File: config.mk
export PLATFORM = sky130hd
export DESIGN_NAME = reg_scoreboard
export DESIGN_NICKNAME = d
export VERILOG_FILES = /design/src/rtl/reg_scoreboard.sv
export SDC_FILE = /design/constraint.sdc
export NUM_CORES = 1
export LEC_CHECK = 0
export CAP_MARGIN = 20
export CORE_ASPECT_RATIO = 1.5
export CORE_MARGIN = 5
export CORE_UTILIZATION = 45
export DETAILED_ROUTE_END_ITERATION = 12
export GPL_TIMING_DRIVEN = 0
export PLACE_DENSITY = 0.7
export SLEW_MARGIN = 10
export SYNTH_ARGS = -nofsm -noshare
export SYNTH_HDL_FRONTEND = slang
export SYNTH_SLANG_ARGS = --single-unit
File: constraint.sdc
create_clock -name clk -period 11.97 [get_ports clk]
set_input_delay 1.197 -clock clk [delete_from_list [all_inputs] [get_ports clk]]
set_output_delay 1.197 -clock clk [all_outputs]
set_load 0.02 [all_outputs]
File: src/rtl/reg_scoreboard.sv
// reg_scoreboard: per-register busy tracking with RAW/WAW issue stall.
// One busy bit per architectural register; set on issue of a writing
// instruction, cleared on write-back. The hard-wired zero register is
// never tracked and never stalls.
// Optional build macro: SCOREBOARD_WB_BYPASS_EN -- when defined, a
// same-cycle write-back frees its register for the hazard lookup.

module reg_scoreboard #(
  parameter int unsigned ADDR_W   = 5,
  parameter int unsigned NREG     = 32,
  parameter int unsigned ZERO_REG = 31
) (
  input  logic                clk,
  input  logic                reset,
  input  logic                issue_valid,
  input  logic                issue_wr,
  input  logic [ADDR_W-1:0]   issue_dst,
  input  logic [ADDR_W-1:0]   issue_rs1,
  input  logic [ADDR_W-1:0]   issue_rs2,
  output logic                stall,
  input  logic                wb_valid,
  input  logic [ADDR_W-1:0]   wb_addr,
  output logic [NREG-1:0]     busy_vec,
  output logic [ADDR_W:0]     pending_count,
  output logic                wb_err
);

  localparam int unsigned CNT_W = ADDR_W + 1;
  localparam logic [ADDR_W-1:0] ZERO_ADDR = ADDR_W'(ZERO_REG);

  // One-hot decode of a register address into an NREG-wide mask.
  function automatic logic [NREG-1:0] dec(input logic [ADDR_W-1:0] a);
    logic [NREG-1:0] m;
    m = '0;
    for (int unsigned i = 0; i < NREG; i++) begin
      m[i] = (ADDR_W'(i) == a);
    end
    return m;
  endfunction

  logic [NREG-1:0]  clr_mask;
  logic [NREG-1:0]  set_mask;
  logic [NREG-1:0]  busy_eff;
  logic [NREG-1:0]  busy_next;
  logic [CNT_W-1:0] count_next;
  logic             fire;
  logic             rs1_hit;
  logic             rs2_hit;
  logic             dst_hit;
  logic             wb_bad;

  // Write-back clear mask; a clear of a non-busy register is harmless.
  always_comb begin
    clr_mask = '0;
    if (wb_valid) begin
      clr_mask = dec(wb_addr);
    end
  end

  // Busy view used for hazard lookup.
  always_comb begin
`ifdef SCOREBOARD_WB_BYPASS_EN
    busy_eff = busy_vec & ~clr_mask;
`else
    busy_eff = busy_vec;
`endif
  end

  // Hazard lookup and issue stall; zero register bit is always clear so it never hits.
  always_comb begin
    rs1_hit = busy_eff[issue_rs1];
    rs2_hit = busy_eff[issue_rs2];
    dst_hit = issue_wr & busy_eff[issue_dst];
    stall   = issue_valid & (rs1_hit | rs2_hit | dst_hit);
    fire    = issue_valid & ~stall;
  end

  // Issue set mask; writes to the zero register are not tracked.
  always_comb begin
    set_mask = '0;
    if (fire && issue_wr && (issue_dst != ZERO_ADDR)) begin
      set_mask = dec(issue_dst);
    end
  end

  // Next busy state (set wins over clear) and its population count.
  always_comb begin
    busy_next  = (busy_vec & ~clr_mask) | set_mask;
    count_next = '0;
    for (int unsigned i = 0; i < NREG; i++) begin
      count_next = count_next + CNT_W'(busy_next[i]);
    end
  end

  // Write-back error: target not busy in the registered state, or the zero register.
  always_comb begin
    wb_bad = wb_valid & (~busy_vec[wb_addr] | (wb_addr == ZERO_ADDR));
  end

  // State registers: busy bits, occupancy count and sticky error flag.
  always_ff @(posedge clk) begin
    if (reset) begin
      busy_vec      <= '0;
      pending_count <= '0;
      wb_err        <= 1'b0;
    end else begin
      busy_vec      <= busy_next;
      pending_count <= count_next;
      if (wb_bad) begin
        wb_err <= 1'b1;
      end
    end
  end

endmodule

==> results of run 1 <==
-- cell usage in the layout (no fill, tap or decap), types with 5 or more instances in the layout --
master,Yosys,routed
inv_1,33,33
nand2_1,21,21
a21oi_1,9,9
ha_1,7,7
or2_2,5,5
clkdlybuf4s50_1,0,58
nor2_1,19,19
nor2b_1,9,9
mux4_2,20,20
clkbuf_1,12,12
a22oi_1,6,6
o21a_1,9,9
nand3_1,9,9
nand2b_1,6,6
mux2i_1,20,20
o31a_1,5,5
o22ai_1,28,28
fa_1,24,24
o21ai_0,38,38
clkbuf_16,0,5
dfxtp_1,39,39
-- per-stage QoR --
stage          total power, mW  hold WS (ns)  std cells
2_1_floorplan           0.1766        0.5701        386
3_3_place_gp            0.2013        0.4611        549
3_5_place_dp            0.2020        0.4804        549
4_1_cts                 0.3305        0.4923        556
5_1_grt                 0.3427        0.5250        556
6_report                0.3314        0.4929        556
-- synth_stat cells, types with 3 or more instances --
| cell type | n |
|---|---|
| dfxtp_1 | 39 |
| o21ai_0 | 38 |
| inv_1 | 33 |
| o22ai_1 | 28 |
| fa_1 | 24 |
| nand2_1 | 21 |
| mux2i_1 | 20 |
| mux4_2 | 20 |
| nor2_1 | 19 |
| clkbuf_1 | 12 |
| a21oi_1 | 9 |
| nand3_1 | 9 |
| nor2b_1 | 9 |
| o21a_1 | 9 |
| ha_1 | 7 |
| a22oi_1 | 6 |
| nand2b_1 | 6 |
| o31a_1 | 5 |
| or2_2 | 5 |
| buf_1 | 4 |
| buf_6 | 4 |
| nand4_1 | 4 |
| o21ai_1 | 4 |
| or3_1 | 4 |
| and2_1 | 3 |
| mux2_2 | 3 |
| mux4_1 | 3 |
| o31ai_1 | 3 |
| xor2_1 | 3 |
-- worst paths after layout --
path / endpoint / slack, ns
setup / recovery: pending_count[4] / 3.73
hold / removal: wb_err / 0.49
setup reg to reg: pending_count[4] / 4.78
hold reg to reg: wb_err / 0.49
-- layout make-up --
class / count / area [sq um]
Clock buffer: 6 / 138.9
Buffer: 22 / 115.1
Inverter: 33 / 123.9
Multi-Input combinational cell: 292 / 2630
Tap cell: 105 / 131.4
Clock inverter: 1 / 5.005
Timing Repair Buffer: 58 / 580.6
Fill cell: 729 / 3452
Sequential cell: 39 / 780.7
-- power by group through the flow --
stage          registers, mW  clock network, mW  logic, mW
6_report               0.132              0.131     0.0680
3_3_place_gp           0.135                  0     0.0661
2_1_floorplan          0.137                  0     0.0401
5_1_grt                0.133              0.137     0.0730
3_5_place_dp           0.135                  0     0.0667
4_1_cts                0.132              0.131     0.0671
-- logic make-up (layout without fill, tap and decap cells) --
logic type	Yosys count	count (layout)	share of synthesized area
DFF	39	39	0.2139
muxes	46	46	0.2091
buffers and inverters	55	120	0.06548
AOI/OAI and AO/OA	115	115	0.1964
xor gates and xnor gates	3	3	0.007200
and+or+nand+nor	97	97	0.1522
adders and majority gates	31	31	0.1556
-- worst min-delay path, cell delays in order (launching register included) --
cell	delay, ns
dfxtp_1	0.34
a21oi_1	0.05
nor2_1	0.07
-- flip-flops by register name (all words and copies together) (netlist names) --
| name | cells |
|---|---|
| busy_vec | 32 |
| pending_count | 6 |
| wb_err | 1 |
-- routing by layer --
layer	wire length [microns]	up-vias	part of all wire	track usage
li1	-	1565	-	-
met4	690	0	0.057	0.1388
met3	712	50	0.059	0.03136
met5	0	-	0	0
met2	6271	195	0.52	0.4388
met1	4337	1733	0.36	0.2669
==> out/metrics.yaml, run 1 <==
cts_root_buf: "clkbuf_16"
cts_buffers: 5
maxSlewHeadroom: 0.5769
synth_top_flop_cell: "dfxtp_1"
vias: 3543
power_frac_seq: 0.400
min-delay-start: "wb_err"
clockPowerShare: 0.395
detail-route-antenna-nets: 0
fin_area_sq_um: 4506
worst_slack_ns: 3.729
grt_overflow: 0
worst_ep_required_time_ns: 12.12
regToRegStartpoint: "busy_vec[11]"
htreeDepth: 2
combPwrFrac: 0.205
rows: 40
period_needed_ns: 8.241
drive_above_1_share: 0.1109
num-nets-final: 507
crit_top_cell: "fa_1"
cts_sinks: 39
die_h_microns: 120.3
core_sq_um: 7958
critical-path-top-delay-family: "adder cells"
reg2reg_depth: 24
cts_tree: "built"
die_x_microns: 83.53
placed_area_sq_um: 4362
power.switching_mw: 0.09198
slew_viol_final: 0
setup_viol: 0
tns_ns: 0
firstDrtPassIters: 5
yosysTopAreaCellShare: 0.2139
io_pins: 65
final_core_util: 0.5662
port-buffer-count: 58
hpwl_microns: 9704
critical_path.max_fanout: 10
synthTopCellsByArea: "dfxtp_1 21%, fa_1 13%, mux4_2 12%"
path_buf_inv: 6
synth_edf_count: 0
hold_depth: 2
hold_class: "reg2reg"
viasPerCell: 6.372
p_leak_nw: 1.762
synth_fp_nets: 442
drv_cap: 0
start_util: 0.4586
yosysWarningCount: 0
area_delta_synth_final_pct: 23.45
grt.total_usage: 0.2409
path_class: "in2reg"
cts_resized: 0
grt_pass1_wl_microns: 19170
hold_buffers: 0
fin_skew_ns: 0.004176
cp_data_arrival_time_ns: 8.39
clock_latency_ns: 0.28
vdd_ir_drop_max_mv: 0.04441
routed_wl_microns: 12010
antenna_found_initial: 0
wl_per_cell_microns: 21.60
post-cts-setup-buffer-count: 0
first_global_vias: 3592
place_congestion: 0.9529
preCtsSetupSlack_ns: 3.477
end_kind: "register"
synth_area_per_cell_sq_um: 9.455
synth_area_sq_um: 3650
switching_share: 0.2776
synth_top_area_cell: "dfxtp_1"
hold_viol_final: 0
max_freq_ghz: 0.1213
critPathLaunch: "issue_rs1[3]"
internal_power_mw: 0.2394
netlist_instances: 386
async_reset_ff_frac: 0
drc: 0
power_density_nw_per_um2: 73.55
cp.depth: 25
crit_path_start_kind: "input port"
die-area_sq_um: 10050
crit_slowest_cell: "clkdlybuf4s50_1"
antennaDiodeCount: 0
cts_buffer_depth: 2
synth-seq-cells: 39
tightest_slew_ns: 0.6346
detail_route.iter0.violations: 254
synth_cell_types: 52
rsz0062_at_grt: "no"
grt_max_degree: 12
ys_seq_area_frac: 0.2139
outcome: "complete, no violations"
critPathMaxStageDelay_ns: 0.66
finalCritPeriodShare: 0.6885
path_clk_slew_ns: 0.06
(Power assumes the default switching activity.)
==> run 2: changes to the inputs <==
clock period = 7.65 ns   (was 11.97 ns; I/O delays follow)
==> out/metrics.yaml, run 2 (synthesized netlist as in run 1, its figures left out) <==
outcome: "complete, no violations"  # unchanged
setup_viol: 0  # unchanged
detail_route.iter0.violations: 282  # was 254
slew_viol_final: 0  # unchanged
hpwl_microns: 9704  # unchanged
vdd_ir_drop_max_mv: 0.07355  # was 0.04441 mV
regMostFlops: "busy_vec"  # unchanged
grt_max_degree: 12  # unchanged
final_common_cell: "clkdlybuf4s50_1"  # unchanged
area_delta_synth_final_pct: 25.23  # was 23.45%
grt_pass1_wl_microns: 19250  # was 19,170 microns
largest_reg_flops: 32  # unchanged
reg.largest.list: "busy_vec x32, pending_count x6, wb_err x1"  # unchanged
cts_sinks: 39  # unchanged
end_kind: "register"  # unchanged
p_leak_nw: 1.806  # was 1.762 nW
crit_path_start_kind: "input port"  # unchanged
max_freq_ghz: 0.1357
die-area_sq_um: 10050  # unchanged
clockPowerShare: 0.389  # was 0.395
path_class: "in2reg"  # unchanged
maxSlewHeadroom: 0.5855  # was 0.5769
dp_cells: 549  # unchanged
switching_share: 0.2782  # was 0.2776
grt_overflow: 0  # unchanged
combPwrFrac: 0.216  # was 0.205
placed_area_sq_um: 4362  # unchanged
finalCritPeriodShare: 0.9632
hold_viol_final: 0  # unchanged
port-buffer-count: 58  # unchanged
core_sq_um: 7958  # unchanged
r2r_slack_ns: 0.67  # was 4.78 ns
grt.total_usage: 0.2418  # was 0.2409
drc: 0  # unchanged
die_x_microns: 83.53  # unchanged
num-nets-final: 511  # was 507
cts_buffer_depth: 2  # unchanged
cts_root_buf: "clkbuf_16"  # unchanged
first_global_vias: 3612  # was 3,592
place_congestion: 0.9529  # unchanged
hold_class: "reg2reg"  # unchanged
tns_ns: 0  # unchanged
use_met1: 0.2673  # was 0.2669
vias: 3533  # was 3,543
detail-route-antenna-nets: 0  # unchanged
die_h_microns: 120.3  # unchanged
final_cell_mix: "56 x clkdlybuf4s50_1, 39 x dfxtp_1, 38 x o21ai_0"  # was 58 x clkdlybuf4s50_1, 39 x dfxtp_1, 38 x o21ai_0
fin_area_sq_um: 4571  # was 4506 sq um
cts_buffers: 5  # unchanged
clock_latency_ns: 0.28  # about the same
wl_per_cell_microns: 21.79  # was 21.60 microns
drv_cap: 0  # unchanged
start_util: 0.4586  # unchanged
power_density_nw_per_um2: 114.9  # was 73.55 nW/um^2
worst_ep_required_time_ns: 7.80  # was 12.12 ns
antennaDiodeCount: 0  # unchanged
grtUsageMet2: 0.4398  # was 0.4388
path_clk_slew_ns: 0.06  # about the same
grt-busiest-layer: "met2"  # unchanged
antenna_found_initial: 0  # unchanged
critical_path.max_fanout: 10  # unchanged
internal_power_mw: 0.3790  # was 0.2394 mW
io_pins: 65  # unchanged
period_needed_ns: 7.369
use_met3: 0.03136  # unchanged
viasPerCell: 6.309  # was 6.372
drive_above_1_share: 0.1275  # was 0.1109
firstDrtPassIters: 6  # was 5
hold_buffers: 0  # unchanged
tightest_slew_ns: 0.6218  # was 0.6346 ns
rows: 40  # unchanged
htreeDepth: 2  # unchanged
routed_wl_microns: 12200  # was 12,010 microns
power.switching_mw: 0.1460  # was 0.09198 mW
power_frac_seq: 0.395  # was 0.400
cts_tree: "built"  # unchanged
cp_data_arrival_time_ns: 7.52  # was 8.39 ns
fin_skew_ns: 0.005053  # was 0.004176 ns
stdcell_count: 560  # was 556
==> run 2: per-layer routing <==
layer	wire length, microns	up-vias
met1	4322	1691
li1	-	1573
met5	0	-
met3	800	54
met2	6368	215
met4	710	0
==> run 2: layout make-up <==
type                            count  area (sq um)
Buffer                             22         120.1
Clock buffer                        6         138.9
Clock inverter                      1         5.005
Fill cell                         718          3387
Inverter                           33         123.9
Multi-Input combinational cell    292          2655
Sequential cell                    39         780.7
Tap cell                          105         131.4
Timing Repair Buffer               62         615.6
==> run 2: final timing paths <==
path / from / to / cells past startpoint
worst max-delay path: issue_dst[3] / pending_count[4] / 26
worst min-delay path: wb_err / wb_err / 2
worst max register to register: busy_vec[25] / pending_count[4] / 25
worst min register to register: wb_err / wb_err / 2
==> run 2: timing repair <==
| action | in CTS | in global routing |
|---|---|---|
| resized for setup | 0 | 11 |
| gates cloned | 0 | 0 |
| endpoints found under the setup margin | 2 | 4 |
| buffers inserted | 2 | 2 |
| pin swaps | 1 | 1 |
==> run 2: power by group through the flow <==
stage	combinational, mW	sequential (mW)	clock, mW
floorplan	0.0627	0.214	0
global placement	0.103	0.212	0
detailed placement	0.104	0.212	0
CTS	0.107	0.207	0.205
global route	0.121	0.207	0.215
finish	0.114	0.207	0.204
==> run 2: stage by stage <==
stage | setup slack [ns] | utilization | hold WS (ns) | power [mW]
4_1_cts | 0.03442 | 0.5681 | 0.4923 | 0.5194
2_1_floorplan | 0.5897 | - | 0.5701 | 0.2764
3_5_place_dp | -0.4113 | 0.5481 | 0.4804 | 0.3161
5_1_grt | -0.01181 | 0.5744 | 0.5250 | 0.5434
6_report | 0.2812 | 0.5744 | 0.4958 | 0.5250
3_3_place_gp | -0.3588 | 0.5481 | 0.4611 | 0.3149
==> run 2: critical path, stage by stage <==
cell and delay, ns:
clkdlybuf4s50_1 0.58, mux4_2 0.32, a32oi_1 0.20, nand4_1 0.15, and3_4 0.23, nor4_4 0.24, buf_4 0.19, nand4_4 0.19
o31a_1 0.31, fa_1 0.47, fa_1 0.56, inv_1 0.06, fa_1 0.51, fa_1 0.55, fa_1 0.55, inv_1 0.06
fa_1 0.50, inv_1 0.04, ha_1 0.20, inv_1 0.07, fa_1 0.19, inv_1 0.05, a21o_1 0.14, a21oi_1 0.16
xor2_1 0.18, nor2_1 0.05
